**config.mk**
```make
export PLATFORM = sky130hd
export DESIGN_NAME = mv_serializer
export DESIGN_NICKNAME = d
export VERILOG_FILES = /design/src/rtl/mv_serializer.sv
export SDC_FILE = /design/constraint.sdc
export NUM_CORES = 1
export LEC_CHECK = 0
export CAP_MARGIN = 20
export CORE_AREA = 4 4 76 78
export CTS_BUF_LIST = sky130_fd_sc_hd__clkbuf_8 sky130_fd_sc_hd__clkbuf_16
export DETAILED_ROUTE_END_ITERATION = 10
export DIE_AREA = 0 0 80 82
export PLACE_DENSITY = 0.46
export SYNTH_ARGS = -nofsm -noshare
export SYNTH_HDL_FRONTEND = slang
export SYNTH_SLANG_ARGS = --single-unit
```
**constraint.sdc**
```tcl
create_clock -name clk_i -period 1.8 [get_ports clk_i]
set_input_delay 0.45 -clock clk_i [delete_from_list [all_inputs] [get_ports clk_i]]
set_output_delay 0.45 -clock clk_i [all_outputs]
set_load 0.05 [all_outputs]
```
**src/rtl/mv_serializer.sv**
```systemverilog
// ----------------------------------------------------------------------------
// mv_serializer
//
// Purpose:
//   Serialises one DATA_WIDTH-bit word LSB first onto a single line. Each bit
//   is held for REPEAT sample ticks. The word is followed by GAP ticks of
//   forced-low line. A sample tick is a clock cycle with sample_i high.
//   Words are accepted with a valid/ready handshake. The next word can be
//   accepted in the same cycle that done_o reports completion of the
//   previous word.
//
// Optional feature (compile-time macro MV_SERIALIZER_PARITY_EN):
//   When the macro is defined, an even-parity bit (XOR of the word) is sent
//   after the data bits. It is held for REPEAT ticks before the gap. In the
//   default build the parity state and parity logic are absent.
//
// Parameters:
//   DATA_WIDTH - bits per word (>= 1)
//   REPEAT     - sample ticks each bit is held on the line (>= 1)
//   GAP        - sample ticks of low line after each word (>= 1)
//
// Ports:
//   clk_i    in   clock, all state on the rising edge
//   rst_i    in   asynchronous active-high reset
//   clr_i    in   synchronous clear, same effect as reset, dominates everything
//   sample_i in   tick strobe advancing the hold counters
//   valid_i  in   word offered
//   ready_o  out  high in IDLE unless clr_i; word accepted on valid_i && ready_o
//   data_i   in   word to send
//   q_o      out  registered serial line
//   busy_o   out  high whenever the FSM is not in IDLE
//   done_o   out  one-cycle pulse when the gap after a word has completed
// ----------------------------------------------------------------------------
module mv_serializer #(
    parameter int DATA_WIDTH = 8,
    parameter int REPEAT     = 10,
    parameter int GAP        = 4
) (
    input  logic                  clk_i,
    input  logic                  rst_i,
    input  logic                  clr_i,
    input  logic                  sample_i,
    input  logic                  valid_i,
    output logic                  ready_o,
    input  logic [DATA_WIDTH-1:0] data_i,
    output logic                  q_o,
    output logic                  busy_o,
    output logic                  done_o
);

    localparam int TICK_W = $clog2(REPEAT + 1);
    localparam int GAP_W  = $clog2(GAP + 1);
    localparam int IDX_W  = (DATA_WIDTH > 1) ? $clog2(DATA_WIDTH) : 1;

    // The counters clear on the tick that would reach the limit. They
    // therefore compare against limit-1 and never hold the limit itself.
    localparam logic [TICK_W-1:0] TICK_LAST = TICK_W'(REPEAT - 1);
    localparam logic [GAP_W-1:0]  GAP_LAST  = GAP_W'(GAP - 1);
    localparam logic [IDX_W-1:0]  IDX_LAST  = IDX_W'(DATA_WIDTH - 1);

    if (DATA_WIDTH < 1) begin : g_bad_data_width
        $error("mv_serializer: DATA_WIDTH must be >= 1");
    end
    if (REPEAT < 1) begin : g_bad_repeat
        $error("mv_serializer: REPEAT must be >= 1");
    end
    if (GAP < 1) begin : g_bad_gap
        $error("mv_serializer: GAP must be >= 1");
    end

`ifdef MV_SERIALIZER_PARITY_EN
    typedef enum logic [1:0] {
        S_IDLE   = 2'd0,
        S_DATA   = 2'd1,
        S_GAP    = 2'd2,
        S_PARITY = 2'd3
    } state_t;
`else
    typedef enum logic [1:0] {
        S_IDLE   = 2'd0,
        S_DATA   = 2'd1,
        S_GAP    = 2'd2
    } state_t;
`endif

    state_t                r_state;
    logic [DATA_WIDTH-1:0] r_shreg;
    logic [TICK_W-1:0]     r_tick_cnt;
    logic [GAP_W-1:0]      r_gap_cnt;
    logic [IDX_W-1:0]      r_bit_idx;
    logic                  r_q;
    logic                  r_done;
`ifdef MV_SERIALIZER_PARITY_EN
    logic                  r_parity;
`endif

    logic                  w_handshake;
    logic                  w_bit_end;
    logic                  w_gap_end;
    logic [DATA_WIDTH-1:0] w_shifted;

    // NOTE: ready_o depends on state and clr_i only. It never depends on
    // valid_i, so a source that waits for ready before raising valid cannot
    // form a combinational loop through this block.
    assign ready_o     = (r_state == S_IDLE) && !clr_i;
    assign w_handshake = valid_i && ready_o;
    assign w_bit_end   = sample_i && (r_tick_cnt == TICK_LAST);
    assign w_gap_end   = sample_i && (r_gap_cnt == GAP_LAST);
    assign w_shifted   = r_shreg >> 1;

    assign q_o    = r_q;
    assign busy_o = (r_state != S_IDLE);
    assign done_o = r_done;

    // NOTE: every register here, including the shift register, is assigned
    // with <= and cleared by both reset and clear. This keeps an aborted word
    // from leaving stale data behind.
    always_ff @(posedge clk_i or posedge rst_i) begin
        if (rst_i) begin
            r_state    <= S_IDLE;
            r_shreg    <= '0;
            r_tick_cnt <= '0;
            r_gap_cnt  <= '0;
            r_bit_idx  <= '0;
            r_q        <= 1'b0;
            r_done     <= 1'b0;
`ifdef MV_SERIALIZER_PARITY_EN
            r_parity   <= 1'b0;
`endif
        end else if (clr_i) begin
            r_state    <= S_IDLE;
            r_shreg    <= '0;
            r_tick_cnt <= '0;
            r_gap_cnt  <= '0;
            r_bit_idx  <= '0;
            r_q        <= 1'b0;
            r_done     <= 1'b0;
`ifdef MV_SERIALIZER_PARITY_EN
            r_parity   <= 1'b0;
`endif
        end else begin
            r_done <= 1'b0;
            case (r_state)
                S_IDLE: begin
                    // Ticks are ignored while idle. Bit 0 is driven
                    // directly from data_i so it appears on the line in the
                    // cycle after the handshake.
                    if (w_handshake) begin
                        r_shreg    <= data_i;
                        r_q        <= data_i[0];
                        r_tick_cnt <= '0;
                        r_bit_idx  <= '0;
                        r_state    <= S_DATA;
`ifdef MV_SERIALIZER_PARITY_EN
                        r_parity   <= ^data_i;
`endif
                    end
                end

                S_DATA: begin
                    if (w_bit_end) begin
                        r_tick_cnt <= '0;
                        r_shreg    <= w_shifted;
                        if (r_bit_idx == IDX_LAST) begin
                            r_bit_idx <= '0;
`ifdef MV_SERIALIZER_PARITY_EN
                            r_q       <= r_parity;
                            r_state   <= S_PARITY;
`else
                            r_q       <= 1'b0;
                            r_gap_cnt <= '0;
                            r_state   <= S_GAP;
`endif
                        end else begin
                            r_bit_idx <= r_bit_idx + 1'b1;
                            r_q       <= w_shifted[0];
                        end
                    end else if (sample_i) begin
                        r_tick_cnt <= r_tick_cnt + 1'b1;
                    end
                end

`ifdef MV_SERIALIZER_PARITY_EN
                S_PARITY: begin
                    if (w_bit_end) begin
                        r_tick_cnt <= '0;
                        r_q        <= 1'b0;
                        r_gap_cnt  <= '0;
                        r_state    <= S_GAP;
                    end else if (sample_i) begin
                        r_tick_cnt <= r_tick_cnt + 1'b1;
                    end
                end
`endif

                S_GAP: begin
                    if (w_gap_end) begin
                        r_gap_cnt <= '0;
                        r_done    <= 1'b1;
                        r_state   <= S_IDLE;
                    end else if (sample_i) begin
                        r_gap_cnt <= r_gap_cnt + 1'b1;
                    end
                end

                default: begin
                    r_q     <= 1'b0;
                    r_state <= S_IDLE;
                end
            endcase
        end
    end

endmodule

```
After elaboration in Yosys (flattened, before gate mapping)

Index checks and enable logic that the tools add are counted.

Flip-flop bits (word level): 22
Bits in latches: 0
Memory bits (writable): 0
Bits in read-only memories: 0
Memories kept: 0

Add/sub/neg operators: 3
Multipliers: 0
Divide/modulo/power cells: 0
$lt $le $gt $ge: 0
Eq/ne operators: 12
Shift-type cells: 0
Muxes and demuxes: 34
Bitwise operators: 0
Reductions and logical operators: 14

Operator list:

| operator              | number |
|---|---|
| $mux W3               | 9 |
| $mux W8               | 3 |
| $mux W4               | 4 |
| $pmux W8 S2           | 1 |
| $ne A3 B3 Y1 const B  | 4 |
| $pmux W3 S2           | 2 |
| $mux W2               | 5 |
| $reduce_and A3 Y1     | 3 |
| $ne A4 B4 Y1 const B  | 2 |
| $pmux W4 S2           | 1 |
| $reduce_and A4 Y1     | 2 |
| $mux W1               | 7 |
| $add A3 B1 Y3 const B | 2 |
| $pmux W2 S3           | 1 |
| $reduce_bool A3 Y1    | 2 |
| $add A4 B1 Y4 const B | 1 |
| $eq A4 B4 Y1 const B  | 1 |
| $logic_and A1 B1 Y1   | 4 |
| $eq A3 B2 Y1 const B  | 1 |
| $eq A3 B3 Y1 const B  | 1 |
| $pmux W1 S3           | 1 |
| $eq A2 B1 Y1 const B  | 1 |
| $eq A2 B2 Y1 const B  | 1 |
| $logic_not A2 Y1      | 1 |
| other kinds (3)       | 3 |

Longest topological paths before layout

Gate-level depths: netlist (run 1).

Depth after elaboration: 6
Mapped depth: 6
Gate-level depth less buffers: 5

Least setup slack after synthesis (run 1)

Ideal clock, no wire load.

Path kind: input port to output port
From: input clr_i
To: output ready_o
Arrival time: 1889 ps
Required time: 1350 ps
Path slack: -539 ps
Cell stages on the path: 3
Buffers on the path: 2
Path through: buf_2 > clkbuf_1 > nor3_1

Word-level cells in the longest chain between the ends: 2

RTL lines:

| what                | RTL line | RTL |
|---|---|---|
| from (decl)         | 41       | `input logic clr_i,` |
| $logic_not A1 Y1    | 105      | `assign ready_o = (r_state == S_IDLE) && !clr_i;` |
| $logic_and A1 B1 Y1 | 105      |  |
| to (decl)           | 44       | `output logic ready_o,` |

No other way between the ends.

Final worst setup path (run 1)

From: input valid_i
To: register r_shreg[6]

Word-level cells in the longest chain between the ends: 3

RTL lines:

| what                               | RTL line | RTL |
|---|---|---|
| from (decl)                        | 43       | `input logic valid_i,` |
| $logic_and A1 B1 Y1                | 106      | `assign w_handshake = valid_i && ready_o;` |
| $ne A3 B3 Y1 (no source line)      | n/a      |  |
| $reduce_and A3 Y1 (no source line) | n/a      |  |
| to (signal assigned)               | 149      | `r_shreg <= data_i;` |
| to (signal assigned)               | 163      | `r_shreg <= w_shifted;` |
| to (decl)                          | 87       | `logic [DATA_WIDTH-1:0] r_shreg;` |

No other way between the ends.
A chain may end at the register's enable or synchronous reset.

==> results.ini, run 1 <==
[status]
status=complete, no violations

[worst_setup_path]
timing.critical_path.cells=clkdlybuf4s50_1 > or3b_1 > o211a_4 > buf_12 > o31ai_1
critical_path.n_buffers_inverters=2
critPathCaptureType=flop
start_kind=primary input
critPathMaxStageDelay_ps=470
timing.critical_path.required_ps=1960
r2r_setup_slack_ps=140
data_arrival_time_of_the_worst_path_ps=1900
worstPathMaxFanout=7
type_of_the_setup_path_with_the_least_slack=primary input to flop
timing.critical_path.slowest_stage_cell=clkdlybuf4s50_1
crit_family=buffers and inverters

[hold_path]
min_path_type=flop to flop

[routing]
count_of_routing_violations_after_the_opening_detailed_route_iteration=42
drc_errors=0
vias_per_cell=4.88
postRouteAntennaNets=0
aggregate_routed_wire_length_mm=3.17
detailedRoute.firstPassIterationCount=4
via_count=1073
post_drt_wl_per_cell_um=14.4

[synthesis]
ys.flop_type=dfrtp_1
synth_edf_count=0
post_synth_main_area_contributors=dfrtp_1 (41%), mux2i_1 (6.3%), o2111ai_1 (5.5%), ha_1 (4.9%), o31ai_1 (3.5%)
yosysWarnings=0
mappedNetlistNets=140
synth.lib_cells_used.distinct=38
synthesized_area_mm2=0.00128
part_of_the_yosys_area_used_for_sequential_elements_pct=41.1
number_of_instances_in_the_synthesized_netlist=122
synth-async-reset-ratio_pct=100
synth_top_area_cell=dfrtp_1
yosysTopAreaCellShare_pct=41.1
synth.avg_cell_area_um2=10.5
ys_ff_latch=21

[layout]
area_growth_pct=32.8
num-nets-final=169
antenna_cells=0
post_route_cells_drive_above_1_share_pct=24.7
num-fill-cells=545
utilization_pct=33.4
final_design_area_no_fill_mm2=0.00170

[clock_network]
cts_max_path_buffers=2
h-tree-depth=1
num_cts_buffers=3
clkSinkCount=21
cts_tree=built
hold_fix_buffer_count_after_cts=0
clock_tree.root_cell=clkbuf_8
clkSlewWorstSetupHoldPaths_ps=80
clkLatencyLatePin_ps=260

[floorplanning]
core.rowCount=26
initial_utilization_pct=25.2
floorplan.core_area_mm2=0.00507
die_y_um=82
pin_count=17
design.die.area_mm2=0.00656
die_w_um=80

[timing]
timing_worst_slew_pin_value_ps=398
max-slew-margin-rel_pct=73.4
grt_setup_unrepaired=no
timing.fmax_ghz=0.573
finalClockSkew_ps=2.52
setup_viol_count_final=0
period_utilization_post_route_pct=97.0
final-max-slew-violation-count=0
whs_ps=492
final-hold-violation-count=0
post_layout_min_period_ps=1750

[placed_design]
dpl-instance-area_mm2=0.00164
dp.final_hpwl_mm=2.38
numPortBuffers=16
routabilityCongestion=0.740

[global_route]
grt_pass1_vias=1133
global_route_wire_length_before_repair_mm=5.46
grt_start_max_net_pins=22
grt_use_total_pct=10.8
grt_antenna_before_repair=0
globalRouteOverflowTotal=0

[job]
max_cap_violations=0

[pwr]
ir_worst_vdd_v=0.000317
cellPowerDensity_mw_per_mm2=615
cellLeakagePower_nw=0.763

cells in the final DEF, fill, tap and decap left out, types with 5 or more instances in the layout:
cell type         n
buf_4            21
dfrtp_1          20
clkdlybuf4s50_1  11
mux2i_1           8
o2111ai_1         8
o31ai_1           6
nor2_1            6
nand2b_1          5
inv_1             5
ha_1              5
Yosys cell counts (3+ instances only):
library cell,n
dfrtp_1,21
mux2i_1,8
o2111ai_1,8
buf_2,7
nor2_1,6
o31ai_1,6
ha_1,5
inv_1,5
nand2b_1,5
nor3_1,4
a31oi_1,3
clkbuf_1,3
mux2_2,3
nand3b_1,3
final cells by class:
| class | count | area [um2] | share of cell area (%) |
|---|---|---|---|
| Clock buffer | 3 | 41.3 | 2.43 |
| Clock inverter | 1 | 5.00 | 0.295 |
| Inverter | 5 | 18.8 | 1.11 |
| Multi-Input combinational cell | 85 | 701 | 41.3 |
| Sequential cell | 21 | 527 | 31.0 |
| Tap cell | 70 | 87.6 | 5.16 |
| Timing Repair Buffer | 35 | 317 | 18.7 |
kinds of logic (layout without fill, tap and decap cells):
group	Yosys count	in the layout	synth area share (%)
compound gates	30	30	18.9
fa+ha+maj	5	5	4.90
buf+inv	16	44	5.97
flops	21	21	41.1
mux	14	14	11.9
simple gates	36	36	17.2
where the power goes:
part	switching (mW)	internal, mW	total [mW]
registers	0.0193	0.493	0.513
logic	0.109	0.106	0.215
clock network	0.162	0.154	0.316
total	0.290	0.754	1.04
layer usage:
metal | wire, um | part of all wire (%) | track usage, %
met5 | 0 | 0 | 0
met4 | 46 | 1.5 | 2.70
met3 | 129 | 4.1 | 2.96
met2 | 1450 | 46 | 18.5
met1 | 1540 | 49 | 13.4
timing repair:
| item | in CTS | in global routing |
|---|---|---|
| setup endpoints to repair | 1 | 6 |
| gates resized for setup | 1 | 4 |
| setup buffers | 0 | 0 |
metrics by stage:
stage	setup TNS, ps	power, mW	worst slack, ps	cells
floorplan	0	0.639	52.8	122
global placement	-3120	0.733	-222	216
detailed placement	-3480	0.737	-249	216
CTS	0	1.06	25.0	220
global route	0	1.11	12.4	220
finish	0	1.04	54.8	220
flip-flops by register name, summed over array words and instances, names as in the netlist:
name and cells:
done_o 1, q_o 1, r_bit_idx 3, r_gap_cnt 3, r_shreg 7, r_state 2
r_tick_cnt 4
path summary, 6_finish.rpt:
check	startpoint	end	cells after the start
max	valid_i	r_shreg[6]	5
min	r_shreg[7]	r_shreg[7]	1
max reg2reg	r_tick_cnt[0]	r_state[0]	5
min reg2reg	r_shreg[7]	r_shreg[7]	1
max in group asynchronous	rst_i	r_state[1]	3
min in group asynchronous	rst_i	r_shreg[6]	3
(Power assumes the default switching activity.)
==> run 2: changes to the inputs <==
Settings changed: CAP_MARGIN 20 to not set.
==> results of run 2 <==
No change in the layout: final DEF, timing and power equal those of run 1.
